===== src/rtl/mem_stage_rsp_if.sv =====
// Handshake and payload bundle around the memory stage: execute-side input,
// write-back output, data-RAM response and the stall/bypass side buses.
`timescale 1ns/1ps
interface mem_stage_rsp_if #(
  parameter int IN_WD  = 73,
  parameter int OUT_WD = 70
);
  logic [IN_WD-1:0]  EXE_to_MEM_bus;
  logic              EXE_to_MEM_valid;
  logic              MEM_allow_in;
  logic [OUT_WD-1:0] MEM_to_WB_bus;
  logic              MEM_to_WB_valid;
  logic              WB_allow_in;
  logic [31:0]       data_ram_r_data;
  logic              data_ram_r_valid;
  logic [6:0]        MEM_to_ST_bus;
  logic [38:0]       MEM_to_BY_bus;

  // master is the surrounding pipeline and RAM; slave is the stage itself
  modport master (
    output EXE_to_MEM_bus, EXE_to_MEM_valid, WB_allow_in,
           data_ram_r_data, data_ram_r_valid,
    input  MEM_allow_in, MEM_to_WB_bus, MEM_to_WB_valid,
           MEM_to_ST_bus, MEM_to_BY_bus
  );

  modport slave (
    input  EXE_to_MEM_bus, EXE_to_MEM_valid, WB_allow_in,
           data_ram_r_data, data_ram_r_valid,
    output MEM_allow_in, MEM_to_WB_bus, MEM_to_WB_valid,
           MEM_to_ST_bus, MEM_to_BY_bus
  );
endinterface


===== src/rtl/mem_stage_rsp.sv =====
// Memory pipeline stage: latches the execute bus, collects load data with a
// variable-latency RAM response, parks it while write-back is busy.
`timescale 1ns/1ps
module mem_stage_rsp #(
  parameter int IN_WD   = 73,
  parameter int OUT_WD  = 70,
  parameter int TIMEOUT = 16,
  parameter int CNT_W   = 16
) (
  input  logic             clk,
  input  logic             reset,
  mem_stage_rsp_if.slave   bus,
  output logic [CNT_W-1:0] stall_cnt,
  output logic             resp_err,
  output logic             timeout_err
);
  localparam int WAIT_W = $clog2(TIMEOUT + 1);

  typedef enum logic [1:0] {IDLE, WAIT, HOLD} state_t;

  state_t            state_reg;
  logic              mem_valid_reg;
  logic [IN_WD-1:0]  bus_reg;
  logic [31:0]       hold_reg;
  logic [WAIT_W-1:0] wait_reg;

  logic        is_load;
  logic        in_is_load;
  logic        data_ok;
  logic        allow_in;
  logic [31:0] load_data;
  logic [31:0] final_w_data;
  logic        unused_sel;

  assign is_load    = bus_reg[69];
  assign in_is_load = bus.EXE_to_MEM_bus[69];
  // write-data select field is carried but not consumed in this stage
  assign unused_sel = ^bus_reg[72:71];

  assign data_ok  = ~is_load | (state_reg == HOLD) |
                    ((state_reg == WAIT) & bus.data_ram_r_valid);
  assign allow_in = ~mem_valid_reg | (data_ok & bus.WB_allow_in);

  assign load_data    = (state_reg == HOLD) ? hold_reg : bus.data_ram_r_data;
  assign final_w_data = is_load ? load_data : bus_reg[36:5];

  assign bus.MEM_allow_in    = allow_in;
  assign bus.MEM_to_WB_valid = mem_valid_reg & data_ok;
  assign bus.MEM_to_WB_bus   = {bus_reg[70], bus_reg[68:37], final_w_data, bus_reg[4:0]};
  assign bus.MEM_to_ST_bus   = {mem_valid_reg, mem_valid_reg & is_load & ~data_ok, bus_reg[4:0]};
  assign bus.MEM_to_BY_bus   = {bus_reg[70], mem_valid_reg & data_ok, bus_reg[4:0], final_w_data};

  always_ff @(posedge clk or negedge reset) begin
    if (!reset) begin
      state_reg     <= IDLE;
      mem_valid_reg <= 1'b0;
      bus_reg       <= '0;
      hold_reg      <= '0;
      wait_reg      <= '0;
      stall_cnt     <= '0;
      resp_err      <= 1'b0;
      timeout_err   <= 1'b0;
    end else begin
      // a response is only legal while a load is waiting for it
      if ((state_reg != WAIT) && bus.data_ram_r_valid)
        resp_err <= 1'b1;

      if (allow_in) begin
        mem_valid_reg <= bus.EXE_to_MEM_valid;
        if (bus.EXE_to_MEM_valid)
          bus_reg <= bus.EXE_to_MEM_bus;
        state_reg <= (bus.EXE_to_MEM_valid && in_is_load) ? WAIT : IDLE;
        wait_reg  <= '0;
      end else if (state_reg == WAIT) begin
        if (!bus.data_ram_r_valid) begin
          if (stall_cnt != {CNT_W{1'b1}})
            stall_cnt <= stall_cnt + CNT_W'(1);
          if (wait_reg != WAIT_W'(TIMEOUT))
            wait_reg <= wait_reg + WAIT_W'(1);
          if (wait_reg == WAIT_W'(TIMEOUT - 1))
            timeout_err <= 1'b1;
        end else begin
          // data arrived but write-back is busy: park it
          hold_reg  <= bus.data_ram_r_data;
          state_reg <= HOLD;
        end
      end
    end
  end
endmodule


===== src/flat_wrapper.sv =====
// flat-port wrapper written by rule: the top's interface ports become plain ports
module mem_stage_rsp_flat 
#(
  parameter int IN_WD   = 73,
  parameter int OUT_WD  = 70,
  parameter int TIMEOUT = 16,
  parameter int CNT_W   = 16
)
  (clk, reset, stall_cnt, resp_err, timeout_err, bus_EXE_to_MEM_bus, bus_EXE_to_MEM_valid, bus_WB_allow_in, bus_data_ram_r_data, bus_data_ram_r_valid, bus_MEM_allow_in, bus_MEM_to_WB_bus, bus_MEM_to_WB_valid, bus_MEM_to_ST_bus, bus_MEM_to_BY_bus);
  mem_stage_rsp_if #(.IN_WD(IN_WD), .OUT_WD(OUT_WD)) bus_i ();
  input  logic clk;
  input  logic reset;
  output logic [CNT_W-1:0] stall_cnt;
  output logic resp_err;
  output logic timeout_err;
  input wire logic [$bits(bus_i.EXE_to_MEM_bus)-1:0] bus_EXE_to_MEM_bus;
  input wire logic [$bits(bus_i.EXE_to_MEM_valid)-1:0] bus_EXE_to_MEM_valid;
  input wire logic [$bits(bus_i.WB_allow_in)-1:0] bus_WB_allow_in;
  input wire logic [$bits(bus_i.data_ram_r_data)-1:0] bus_data_ram_r_data;
  input wire logic [$bits(bus_i.data_ram_r_valid)-1:0] bus_data_ram_r_valid;
  output wire logic [$bits(bus_i.MEM_allow_in)-1:0] bus_MEM_allow_in;
  output wire logic [$bits(bus_i.MEM_to_WB_bus)-1:0] bus_MEM_to_WB_bus;
  output wire logic [$bits(bus_i.MEM_to_WB_valid)-1:0] bus_MEM_to_WB_valid;
  output wire logic [$bits(bus_i.MEM_to_ST_bus)-1:0] bus_MEM_to_ST_bus;
  output wire logic [$bits(bus_i.MEM_to_BY_bus)-1:0] bus_MEM_to_BY_bus;
  assign bus_i.EXE_to_MEM_bus = bus_EXE_to_MEM_bus;
  assign bus_i.EXE_to_MEM_valid = bus_EXE_to_MEM_valid;
  assign bus_i.WB_allow_in = bus_WB_allow_in;
  assign bus_i.data_ram_r_data = bus_data_ram_r_data;
  assign bus_i.data_ram_r_valid = bus_data_ram_r_valid;
  assign bus_MEM_allow_in = bus_i.MEM_allow_in;
  assign bus_MEM_to_WB_bus = bus_i.MEM_to_WB_bus;
  assign bus_MEM_to_WB_valid = bus_i.MEM_to_WB_valid;
  assign bus_MEM_to_ST_bus = bus_i.MEM_to_ST_bus;
  assign bus_MEM_to_BY_bus = bus_i.MEM_to_BY_bus;
  mem_stage_rsp #(.IN_WD(IN_WD), .OUT_WD(OUT_WD), .TIMEOUT(TIMEOUT), .CNT_W(CNT_W)) u_core (.clk(clk), .reset(reset), .bus(bus_i), .stall_cnt(stall_cnt), .resp_err(resp_err), .timeout_err(timeout_err));
endmodule

===== config.mk =====
export PLATFORM = sky130hd
export DESIGN_NAME = mem_stage_rsp_flat
export DESIGN_NICKNAME = d
export VERILOG_FILES = /design/src/rtl/mem_stage_rsp_if.sv /design/src/rtl/mem_stage_rsp.sv /design/src/flat_wrapper.sv
export SDC_FILE = /design/constraint.sdc
export NUM_CORES = 1
export LEC_CHECK = 0
export CAP_MARGIN = 10
export CELL_PAD_IN_SITES_DETAIL_PLACEMENT = 1
export CELL_PAD_IN_SITES_GLOBAL_PLACEMENT = 2
export CORE_MARGIN = 2
export CORE_UTILIZATION = 41
export CTS_BUF_LIST = sky130_fd_sc_hd__clkbuf_4 sky130_fd_sc_hd__clkbuf_8
export DETAILED_ROUTE_END_ITERATION = 10
export DONT_BUFFER_PORTS = 1
export PLACE_DENSITY = 0.78
export SLEW_MARGIN = 0
export SYNTH_ARGS = -nofsm -noshare
export SYNTH_HDL_FRONTEND = slang
export SYNTH_SLANG_ARGS = --single-unit

===== constraint.sdc =====
create_clock -name clk -period 4.1 [get_ports clk]
set_clock_uncertainty 0.2 [all_clocks]
set_input_delay 0.615 -clock clk [delete_from_list [all_inputs] [get_ports clk]]
set_output_delay 0.615 -clock clk [all_outputs]
set_load 0.05 [all_outputs]

==> summary.md <==
| Metric | Value |
|---|---|
| Clock network latency to the later pin of the worst-skew pair | 440 ps |
| Chip Width | 132 um |
| Post-synthesis sequential area ratio | 48.2% |
| Die ar. | 17400 um2 |
| WHS | 91.6 ps |
| CTS tree | done |
| Worst hold path depth | 1 |
| Via/cell ratio | 5.12 |
| Total GRT Usage | 16.5% |
| Core ar. | 15900 um2 |
| Num CTS Buffers | 17 |
| Final Cycle Share | 74.2% |
| Die outline height | 132 um |
| Transition time at the pin with the least slew margin | 980 ps |
| Placed cells | 685 |
| Reg clk slew, reported paths | 70 ps |
| Overflow after GRT | 0 |
| Placer Congestion | 0.733 |
| CP arrival | 2230 ps |
| Antenna violations before repair | 0 |
| Port bufs | 0 |
| Worst R2R Path Depth | 6 |
| Yosys warns | 0 |
| Fill cells | 1683 |
| RSZ-0062 raised after global routing | no |
| Post-CTS setup buffer count | 0 |
| # H-tree levels | 4 |
| Post-synth top flop | dfrtp_1 |
| Initial Util | 42.0% |
| CP max FO | 32 |
| Post-synthesis net count | 646 |
| Io pins | 246 |
| DRT antenna net count | 0 |
| Placement Rows | 46 |
| Worst hold path type | in2reg |
| Area after DPL | 6650 um2 |
| Number of synthesized flops with an enable pin | 0 |
| N_diodes | 0 |
| Top cell type's share of synthesized area | 48.2% |
| Max reg flops | 71 |
| Asr flop ratio synth | 100% |
| Clock tree sinks | 129 |
| Synth cell types | 41 |
| Largest net degree at the start of global routing | 130 |
| Req. time, crit path | 3280 ps |
| Area Growth Syn to Fin | 5.23% |
| Proportion of layout cells with a drive suffix above 1 | 40.4% |
| Max-cap violations | 0 |
| DRC Markers | 0 |
| F_max | 329 MHz |
| Finished Layout Cells | 718 |
| Category of the most critical setup path | reg2out |
| Outcome | finished, final reports clean |
| WL final | 13800 um |
| Syn avg cell area | 12.6 um2 |
| Yosys top cell by area | dfrtp_1 |
| Root Buffer | clkbuf_8 |
| Cells after Synth | 532 |
| Setup crit end kind | output port |
| 1st-pass router iterations | 3 |
| CTS Buffer Depth | 2 |
| Via count | 3677 |
| Number of global-route vias before repair | 4126 |
| #FFs+latches synth | 129 |
| Largest cells by area after synthesis | dfrtp_1, mux2_4, buf_4, mux2i_1, mux2_2 |
| Rel. slew slack | 35.1% |
| Final HPWL DP | 9500 um |
| Fin. max-slew vios | 0 |
| Hold Vio Cnt, Final | 0 |
| Startpoint types | flip-flop |
| Fin nets | 604 |
| Mapped Area | 6700 um2 |
| Setup violations, final | 0 |
| Minimum clock period | 3040 ps |
| DRT iter0 DRCs | 98 |
| WL/cell | 19.2 um |
| Total negative slack | 0 ps |
| First-pass GRT wire length | 22600 um |
| Design area | 7050 um2 |
[cell usage after synthesis, types with 8 or more instances]
cell type	n
a21oi_1	35
buf_2	8
buf_4	83
dfrtp_1	129
mux2_1	18
mux2_2	22
mux2_4	63
mux2i_1	32
nand2_1	9
nand3_1	10
nor2_1	43
xnor2_1	12
[per-stage QoR]
step | utilization (%) | worst slack (ps)
after floorplan | - | 1080
after global placement | 41.7 | 1350
after detailed placement | 41.7 | 1300
after CTS | 44.2 | 985
after global routing | 44.2 | 871
final | 44.2 | 1060
[critical path, stage by stage, from the launching register on]
cell and delay [ps]:
dfrtp_1 430, nor2b_4 180, buf_4 490, mux2i_1 190, a21oi_2 170, buf_4 310
[path summary, 6_finish.rpt]
| check | from | endpoint | slack (ps) |
|---|---|---|---|
| max | u_core.state_reg[1] | bus_MEM_to_BY_bus[17] | 1060 |
| min | bus_data_ram_r_valid | u_core.resp_err | 90 |
| max reg2reg | u_core.state_reg[1] | u_core.bus_reg[21] | 1410 |
| min reg2reg | u_core.hold_reg[2] | u_core.hold_reg[2] | 290 |
| max in group asynchronous | reset | u_core.hold_reg[21] | 2600 |
| min in group asynchronous | reset | u_core.stall_cnt[6] | 610 |
[layout by cell type, fill, tap and decap left out, types with 2 or more instances in the layout]
| cell type | instances |
|---|---|
| a21o_1 | 2 |
| a21oi_1 | 3 |
| a21oi_2 | 32 |
| a31oi_1 | 2 |
| and2_1 | 2 |
| and3_1 | 7 |
| buf_4 | 41 |
| clkbuf_4 | 4 |
| clkbuf_8 | 17 |
| clkinv_2 | 5 |
| clkinv_4 | 4 |
| dfrtp_1 | 128 |
| ha_1 | 4 |
| inv_1 | 7 |
| mux2_1 | 18 |
| mux2_2 | 22 |
| mux2_4 | 63 |
| mux2i_1 | 32 |
| nand2_1 | 9 |
| nand2b_1 | 3 |
| nand3_1 | 10 |
| nand4_1 | 4 |
| nor2_1 | 43 |
| o21ai_0 | 2 |
| xnor2_1 | 12 |
| xor2_1 | 4 |
[what timing repair did]
| action | in CTS | in global routing |
|---|---|---|
| hold buffers | 2 | 0 |
| endpoints found under the setup margin | 0 | 0 |
| endpoints found under the hold margin | 129 | 0 |
| gates resized for setup | 0 | 0 |
[cell type report]
| cell class | instances | area [um2] | area share [%] |
|---|---|---|---|
| timing repair buffer | 44 | 365 | 5.19 |
| tap | 216 | 270 | 3.84 |
| multi-input combinational | 291 | 2800 | 39.7 |
| clock inverter | 10 | 90.1 | 1.28 |
| inverter | 7 | 26.3 | 0.373 |
| sequential | 129 | 3230 | 45.8 |
| clock buffer | 21 | 264 | 3.75 |
[logic make-up after synthesis]
group,count (synthesis),synth area share [%]
xor+xnor,16,2.09
fa+ha+maj,4,0.748
compound gates,49,4.73
flops,129,48.2
buf+inv,112,11.9
mux,135,25.6
simple gates,87,6.71
[per-layer routing]
metal  track usage [%]  up-vias  share of wire, %
li1                  -     1657                 -
met1              19.3     1857                40
met2              27.7      149                50
met3              7.00       14               8.1
met4              5.25        0               1.1
met5                 0        -                 0
Power is left out: the tool's default activity adds up to more than one toggle a clock period on the data nets, which glitch-free logic cannot reach.
